**config.mk**
```make
export PLATFORM = sky130hd
export DESIGN_NAME = sa_input_feeder_flat
export DESIGN_NICKNAME = d
export VERILOG_FILES = /design/src/rtl/sa_input_feeder_if.sv /design/src/rtl/sa_input_feeder.sv /design/src/flat_wrapper.sv
export SDC_FILE = /design/constraint.sdc
export NUM_CORES = 1
export LEC_CHECK = 0
export CAP_MARGIN = 30
export CELL_PAD_IN_SITES_DETAIL_PLACEMENT = 2
export CELL_PAD_IN_SITES_GLOBAL_PLACEMENT = 2
export CORE_ASPECT_RATIO = 2
export CORE_MARGIN = 4
export CORE_UTILIZATION = 30
export CTS_CLUSTER_SIZE = 12
export DETAILED_ROUTE_END_ITERATION = 6
export GPL_TIMING_DRIVEN = 0
export PLACE_DENSITY = 0.78
export SLEW_MARGIN = 20
export SYNTH_ARGS = -nofsm -noshare
export SYNTH_HDL_FRONTEND = slang
export SYNTH_SLANG_ARGS = --single-unit
```
**constraint.sdc**
```tcl
create_clock -name clk -period 3 [get_ports clk]
set_clock_uncertainty 0.1 [all_clocks]
set_input_delay 0.3 -clock clk [delete_from_list [all_inputs] [get_ports clk]]
set_output_delay 0.3 -clock clk [all_outputs]
set_load 0.1 [all_outputs]
```
**src/rtl/sa_input_feeder_if.sv**
```systemverilog
// Shared-SRAM read port seen by the SA input feeder.
// The feeder is the master; the SRAM/arbiter side is the slave.
interface sa_input_feeder_if #(
   parameter int ADDR_W = 10,
   parameter int DATA_W = 16
);
   logic              sram_rd_req;
   logic [ADDR_W-1:0] sram_rd_addr;
   logic              sram_rd_gnt;
   logic [DATA_W-1:0] sram_rd_data;

   modport master (
      output sram_rd_req,
      output sram_rd_addr,
      input  sram_rd_gnt,
      input  sram_rd_data
   );

   modport slave (
      input  sram_rd_req,
      input  sram_rd_addr,
      output sram_rd_gnt,
      output sram_rd_data
   );
endinterface

```
**src/rtl/sa_input_feeder.sv**
```systemverilog
// Fetches rows from shared SRAM and feeds the SA array, skewed per lane (activations) or direct (weights).
// Optional build macro SA_FEEDER_STALL_CNT_EN adds the stall_cycles counter output.
module sa_input_feeder #(
   parameter int ADDR_W = 10,
   parameter int DIM    = 4,
   parameter int LANE_W = 4,
   parameter int LEN_W  = 8
) (
   input  logic                    clk,
   input  logic                    resetn,
   input  logic                    start,
   input  logic [ADDR_W-1:0]       base_addr,
   input  logic [LEN_W-1:0]        num_rows,
   input  logic                    weight_mode,
   sa_input_feeder_if.master       sram,
   output logic [DIM*LANE_W-1:0]   row_out,
   output logic                    row_valid,
   output logic [DIM-1:0]          load_weight_row,
   output logic                    busy,
   output logic                    done
`ifdef SA_FEEDER_STALL_CNT_EN
   ,
   output logic [15:0]             stall_cycles
`endif
);

   localparam int ROW_W = DIM * LANE_W;
   localparam int CNT_W = (DIM > 2) ? $clog2(DIM) : 1;

   typedef enum logic [1:0] {
      S_IDLE,
      S_FETCH,
      S_DRAIN,
      S_DONE
   } state_t;

   state_t             r_state;
   state_t             w_state_nxt;
   logic [ADDR_W-1:0]  r_base;
   logic [LEN_W-1:0]   r_num_rows;
   logic               r_wmode;
   logic [LEN_W-1:0]   r_issued;
   logic               r_rvalid;
   logic [CNT_W-1:0]   r_drain_cnt;
   logic [DIM-1:0]     r_wsel;

   logic               w_req;
   logic               w_start_acc;
   logic               w_grant;
   logic               w_drain_adv;
   logic               w_adv;
   logic [ROW_W-1:0]   w_lane_in;
   logic [ROW_W-1:0]   w_tap;

   // NOTE: sequential state uses non-blocking assignments so every register samples pre-edge values.
   always_ff @(posedge clk or negedge resetn) begin
      if (!resetn) r_state <= S_IDLE;
      else         r_state <= w_state_nxt;
   end

   // NOTE: every output of this block gets a default first, so no path can infer a latch.
   always_comb begin
      w_state_nxt = r_state;
      w_req       = 1'b0;
      w_start_acc = 1'b0;
      busy        = 1'b0;
      done        = 1'b0;
      case (r_state)
         S_IDLE: begin
            if (start) begin
               w_start_acc = 1'b1;
               w_state_nxt = (num_rows == '0) ? S_DONE : S_FETCH;
            end
         end
         S_FETCH: begin
            busy  = 1'b1;
            w_req = (r_issued != r_num_rows);
            // Leave only once the final returned word has been registered onto row_out.
            if (!w_req && !r_rvalid) w_state_nxt = r_wmode ? S_DONE : S_DRAIN;
         end
         S_DRAIN: begin
            busy = 1'b1;
            if (r_drain_cnt == CNT_W'(DIM - 1)) w_state_nxt = S_DONE;
         end
         S_DONE: begin
            done        = 1'b1;
            w_state_nxt = S_IDLE;
         end
         default: w_state_nxt = S_IDLE;
      endcase
   end

   assign w_grant     = w_req & sram.sram_rd_gnt;
   assign w_drain_adv = (w_state_nxt == S_DRAIN);
   assign w_adv       = r_rvalid | w_drain_adv;
   assign w_lane_in   = w_drain_adv ? '0 : sram.sram_rd_data;

   assign sram.sram_rd_req  = w_req;
   assign sram.sram_rd_addr = r_base + ADDR_W'(r_issued);

   // Lane j sees j extra stages; w_tap holds the value each lane presents on the next advance.
   for (genvar j = 0; j < DIM; j++) begin : g_lane
      if (j == 0) begin : g_direct
         assign w_tap[0 +: LANE_W] = w_lane_in[0 +: LANE_W];
      end else begin : g_chain
         logic [j*LANE_W-1:0] r_chain;
         always_ff @(posedge clk or negedge resetn) begin
            if (!resetn)
               r_chain <= '0;
            else if (w_adv && !r_wmode)
               r_chain <= (r_chain << LANE_W) | (j*LANE_W)'(w_lane_in[j*LANE_W +: LANE_W]);
         end
         assign w_tap[j*LANE_W +: LANE_W] = r_chain[(j-1)*LANE_W +: LANE_W];
      end
   end

   always_ff @(posedge clk or negedge resetn) begin
      if (!resetn) begin
         r_base          <= '0;
         r_num_rows      <= '0;
         r_wmode         <= 1'b0;
         r_issued        <= '0;
         r_rvalid        <= 1'b0;
         r_drain_cnt     <= '0;
         r_wsel          <= '0;
         row_out         <= '0;
         row_valid       <= 1'b0;
         load_weight_row <= '0;
      end else begin
         r_rvalid        <= w_grant;
         row_valid       <= w_adv;
         load_weight_row <= (r_rvalid && r_wmode) ? r_wsel : '0;
         if (w_start_acc) begin
            r_base      <= base_addr;
            r_num_rows  <= num_rows;
            r_wmode     <= weight_mode;
            r_issued    <= '0;
            r_drain_cnt <= '0;
            r_wsel      <= {{(DIM-1){1'b0}}, 1'b1};
         end else begin
            if (w_grant)     r_issued    <= r_issued + 1'b1;
            if (r_rvalid)    r_wsel      <= {r_wsel[DIM-2:0], r_wsel[DIM-1]};
            if (w_drain_adv) r_drain_cnt <= r_drain_cnt + 1'b1;
         end
         if (w_adv) row_out <= r_wmode ? sram.sram_rd_data : w_tap;
      end
   end

`ifdef SA_FEEDER_STALL_CNT_EN
   logic [15:0] r_stall_cnt;

   always_ff @(posedge clk or negedge resetn) begin
      if (!resetn)
         r_stall_cnt <= '0;
      else if (w_start_acc)
         r_stall_cnt <= '0;
      else if (w_req && !sram.sram_rd_gnt && (r_stall_cnt != 16'hFFFF))
         r_stall_cnt <= r_stall_cnt + 16'd1;
   end

   assign stall_cycles = r_stall_cnt;
`endif

endmodule

```
**src/flat_wrapper.sv**
```systemverilog
// flat-port wrapper written by rule: the top's interface ports become plain ports
module sa_input_feeder_flat 
#(
   parameter int ADDR_W = 10,
   parameter int DIM    = 4,
   parameter int LANE_W = 4,
   parameter int LEN_W  = 8
)
  (clk, resetn, start, base_addr, num_rows, weight_mode, row_out, row_valid, load_weight_row, busy, done, sram_sram_rd_req, sram_sram_rd_addr, sram_sram_rd_gnt, sram_sram_rd_data);
  sa_input_feeder_if #(.ADDR_W(ADDR_W), .DATA_W((DIM * LANE_W))) sram_i ();
  input  logic clk;
  input  logic resetn;
  input  logic start;
  input  logic [ADDR_W-1:0] base_addr;
  input  logic [LEN_W-1:0] num_rows;
  input  logic weight_mode;
  output logic [DIM*LANE_W-1:0] row_out;
  output logic row_valid;
  output logic [DIM-1:0] load_weight_row;
  output logic busy;
  output logic done;
  output wire logic [$bits(sram_i.sram_rd_req)-1:0] sram_sram_rd_req;
  output wire logic [$bits(sram_i.sram_rd_addr)-1:0] sram_sram_rd_addr;
  input wire logic [$bits(sram_i.sram_rd_gnt)-1:0] sram_sram_rd_gnt;
  input wire logic [$bits(sram_i.sram_rd_data)-1:0] sram_sram_rd_data;
  assign sram_sram_rd_req = sram_i.sram_rd_req;
  assign sram_sram_rd_addr = sram_i.sram_rd_addr;
  assign sram_i.sram_rd_gnt = sram_sram_rd_gnt;
  assign sram_i.sram_rd_data = sram_sram_rd_data;
  sa_input_feeder #(.ADDR_W(ADDR_W), .DIM(DIM), .LANE_W(LANE_W), .LEN_W(LEN_W)) u_core (.clk(clk), .resetn(resetn), .start(start), .base_addr(base_addr), .num_rows(num_rows), .weight_mode(weight_mode), .sram(sram_i), .row_out(row_out), .row_valid(row_valid), .load_weight_row(load_weight_row), .busy(busy), .done(done));
endmodule
```
==> summary.md, run 1 <==
| Metric | Value |
|---|---|
| Register Area | 2030 sq um |
| GP Congestion | 0.766 |
| DRT iter0 DRCs | 79 |
| Main combinational cell family by area after synthesis | compound AO/OA/AOI/OAI gates |
| Htree depth | 3 |
| Core ar. | 13900 sq um |
| Max Fclk | 0.339 GHz |
| Total gr overflow | 0 |
| Layout cell share with drive strength beyond 1 | 16.8% |
| Sum Neg Setup Slack | 0 ns |
| Cells on worst reg2reg path | 8 |
| Max stage delay cell, worst path | dfrtp_2 |
| CTS tree | yes |
| GRT Overall Usage | 17.6% |
| Die height | 176 microns |
| Crit share post-route | 98.2% |
| Yosys top cell by area | dfrtp_1 |
| Port Buffers | 72 |
| Worst relative slew slack | 32.8% |
| Async set-reset flop share out of synthesis | 100% |
| Synthesized area per cell | 10.9 sq um |
| Chip Width | 92.1 microns |
| Starting Density | 30.5% |
| Post-layout worst setup margin | 0.0543 ns |
| Max Slew Vio Count | 0 |
| EDFF count, synth | 0 |
| Levels on crit path | 9 |
| RSZ-0062 raised after global routing | yes |
| R2R setup slack | 0.23 ns |
| Ys Warns | 0 |
| Routed via count | 3428 |
| Compound-Gate Fraction of Synth Area | 15.2% |
| Worst R2R End | u_core.row_out[15] |
| CP endpoint kind | output port |
| Place WS | -0.840 ns |
| Area of the multi-input gates | 2100 sq um |
| Yosys cell types | 42 |
| Final-report hold violation count | 0 |
| Routed length per instance | 20.7 microns |
| Initial antenna violation count | 0 |
| Nets | 533 |
| Synth Cell Area | 4240 sq um |
| Row Count | 61 |
| Number of buffers created by CTS | 9 |
| Max Root-Sink Buffers | 2 |
| Min Tclk post-route | 2.95 ns |
| CTS Sinks | 81 |
| RR Startpoint | u_core.r_issued[4] |
| Area contributors post-synth | dfrtp_1 (48%), o211ai_1 (8.5%), mux2_2 (6.4%), ha_1 (4.4%), nand2_1 (3.5%) |
| WS Path Type | reg -> out |
| Worst path bufs/invs | 1 |
| Adder-cell share of the synthesized area | 4.90% |
| Number of global-route vias before repair | 4055 |
| Largest net degree at the start of global routing | 54 |
| Crit-path cells | ha_4 > fa_2 > a21o_1 > a21oi_2 > o21bai_1 > a21oi_2 > o21ai_2 > xor2_2 > buf_12 |
| Clock transition at path regs | 0.06 ns |
| DRC | 0 |
| Area added between synthesis and finish | 33.3% |
| Inserted Diodes | 0 |
| Syn Inst Count | 389 |
| # IOs | 73 |
| Synth cell count leaders | dfrtp_1 (81), o211ai_1 (48), nand2_1 (40) |
| Worst setup path start | u_core.r_issued[0] |
| Crit path arrival time | 2.55 ns |
| Max incr delay on CP | 0.45 ns |
| Multiplexer share of the synthesized area | 11.9% |
| Fraction of the mapped netlist area in simple logic gates | 11.3% |
| CP Max Fanout | 4 |
| #FFs+latches synth | 81 |
| Hold/Removal Path Class | reg -> reg |
| Layout Utilization | 40.7% |
| Cell with the most instances after synthesis | dfrtp_1 |
| Total routed wirelength | 13900 microns |
| Share of the synthesized area in the top cell type | 47.8% |
| CP Launch Type | flip-flop |
| Max cap viols | 0 |
| XOR/XNOR Fraction of Synth Area | 4.75% |
| Most frequent CP cell | a21oi_2 |
| Sequential area share after synthesis | 47.8% |
| DRT antenna net count | 0 |
| CTS Root Cell | clkbuf_16 |
| Final setup viols | 0 |
| Fill count | 1484 |
| First-pass GRT wire length | 21900 microns |
| Clk_lat worst skew | 0.35 ns |
| DRT Pass-1 Iters | 4 |
| Worst Max-Slew Pin Slew | 1.01 ns |
| DP HPWL | 10400 microns |
| Total Die Area | 16200 sq um |
| Vias per cell | 5.11 |
| Ys flop type | dfrtp_1 |
| Data required, critical path | 2.60 ns |
| Status | complete, no violations |
| CP Capture Point | sram_sram_rd_addr[8] |
| Crit-path leading delay family | compound AO/OA/AOI/OAI gates |
| Syn_nets | 444 |
-- what timing repair did --
item                                    CTS  global route
setup buffers                             0             4
gates resized for setup                  49             8
hold buffers                              1             0
hold endpoints to repair                 52             0
pin swaps                                 2             9
endpoints found under the setup margin    9             7
-- worst min-delay path by stage --
| stage | from | slack (ns) | depth (start not counted) | end |
|---|---|---|---|---|
| after detailed placement | resetn | 0.30 | 1 | u_core.g_lane[2].g_chain.r_chain[4] |
| after global routing | u_core.row_out[4] | 0.42 | 1 | u_core.row_out[4] |
| final | u_core.row_out[4] | 0.39 | 1 | u_core.row_out[4] |
| after floorplan | resetn | -0.1 | 0 | u_core.g_lane[1].g_chain.r_chain[0] |
| after global placement | u_core.row_out[5] | 0.37 | 1 | u_core.row_out[5] |
| after CTS | u_core.row_out[4] | 0.39 | 1 | u_core.row_out[4] |
-- final cells by class --
cell class / instances / share of cell area [%]
Buffer: 25 / 1.84
Clock buffer: 13 / 4.78
Clock inverter: 2 / 1.06
Inverter: 19 / 1.26
Multi-Input combinational cell: 264 / 37.1
Sequential cell: 81 / 35.9
Tap cell: 189 / 4.19
Timing Repair Buffer: 78 / 13.8
-- routing by layer --
layer	up-vias	global-route usage [%]	wire, microns	share of wire (%)
met1	1756	16.5	4580	33
li1	1556	-	-	-
met4	0	7.26	366	2.6
met3	25	2.35	475	3.4
met5	-	0	0	0
met2	91	36.6	8490	61
-- cells by family (layout without fill, tap and decap cells) --
logic type               after synthesis  in the layout
XOR/XNOR                              23             23
multiplexers                          43             43
adder cells (fa/ha/maj)               16             16
AND/OR/NAND/NOR                       97             97
buffers and inverters                 44            137
AO/OA/AOI/OAI                         85             85
flip-flops                            81             81
-- state kept, by name (all words and copies together), names as in the netlist --
name,cells
u_core.row_out,16
u_core.r_base,10
u_core.r_issued,8
u_core.load_weight_row,4
u_core.r_drain_cnt,2
u_core.r_state,2
u_core.r_wmode,1
u_core.r_num_rows,8
u_core.g_lane.g_chain.r_chain,24
u_core.row_valid,1
u_core.r_wsel,4
u_core.r_rvalid,1
-- per-stage QoR --
stage	instances	area (sq um)	hold slack, ns
after floorplan	389	4260	-0.0956
after global placement	650	5220	0.366
after detailed placement	651	5240	0.297
after CTS	667	5610	0.391
after global routing	671	5650	0.416
final	671	5650	0.389
-- layout by cell type, fill, tap and decap left out, types with 11 or more instances in the layout --
master	count
clkbuf_1	23
clkdlybuf4s50_1	61
dfrtp_1	79
ha_1	14
inv_1	16
mux2_2	24
nand2_1	40
nand2b_1	14
nor2_1	12
o211ai_1	48
xnor2_1	11
Power of run 1 is left out: the tool's default activity adds up to more than one toggle a clock period on the data nets, which glitch-free logic cannot reach.
==> run 2: changes to the inputs <==
--- a/config.mk
+++ b/config.mk
@@ -5,7 +5,6 @@
 export SDC_FILE = /design/constraint.sdc
 export NUM_CORES = 1
 export LEC_CHECK = 0
-export CAP_MARGIN = 30
 export CELL_PAD_IN_SITES_DETAIL_PLACEMENT = 2
 export CELL_PAD_IN_SITES_GLOBAL_PLACEMENT = 2
 export CORE_ASPECT_RATIO = 2
==> results of run 2 <==
No change in the layout: final DEF, timing and power equal those of run 1.
Power of run 2 is left out for the same reason.
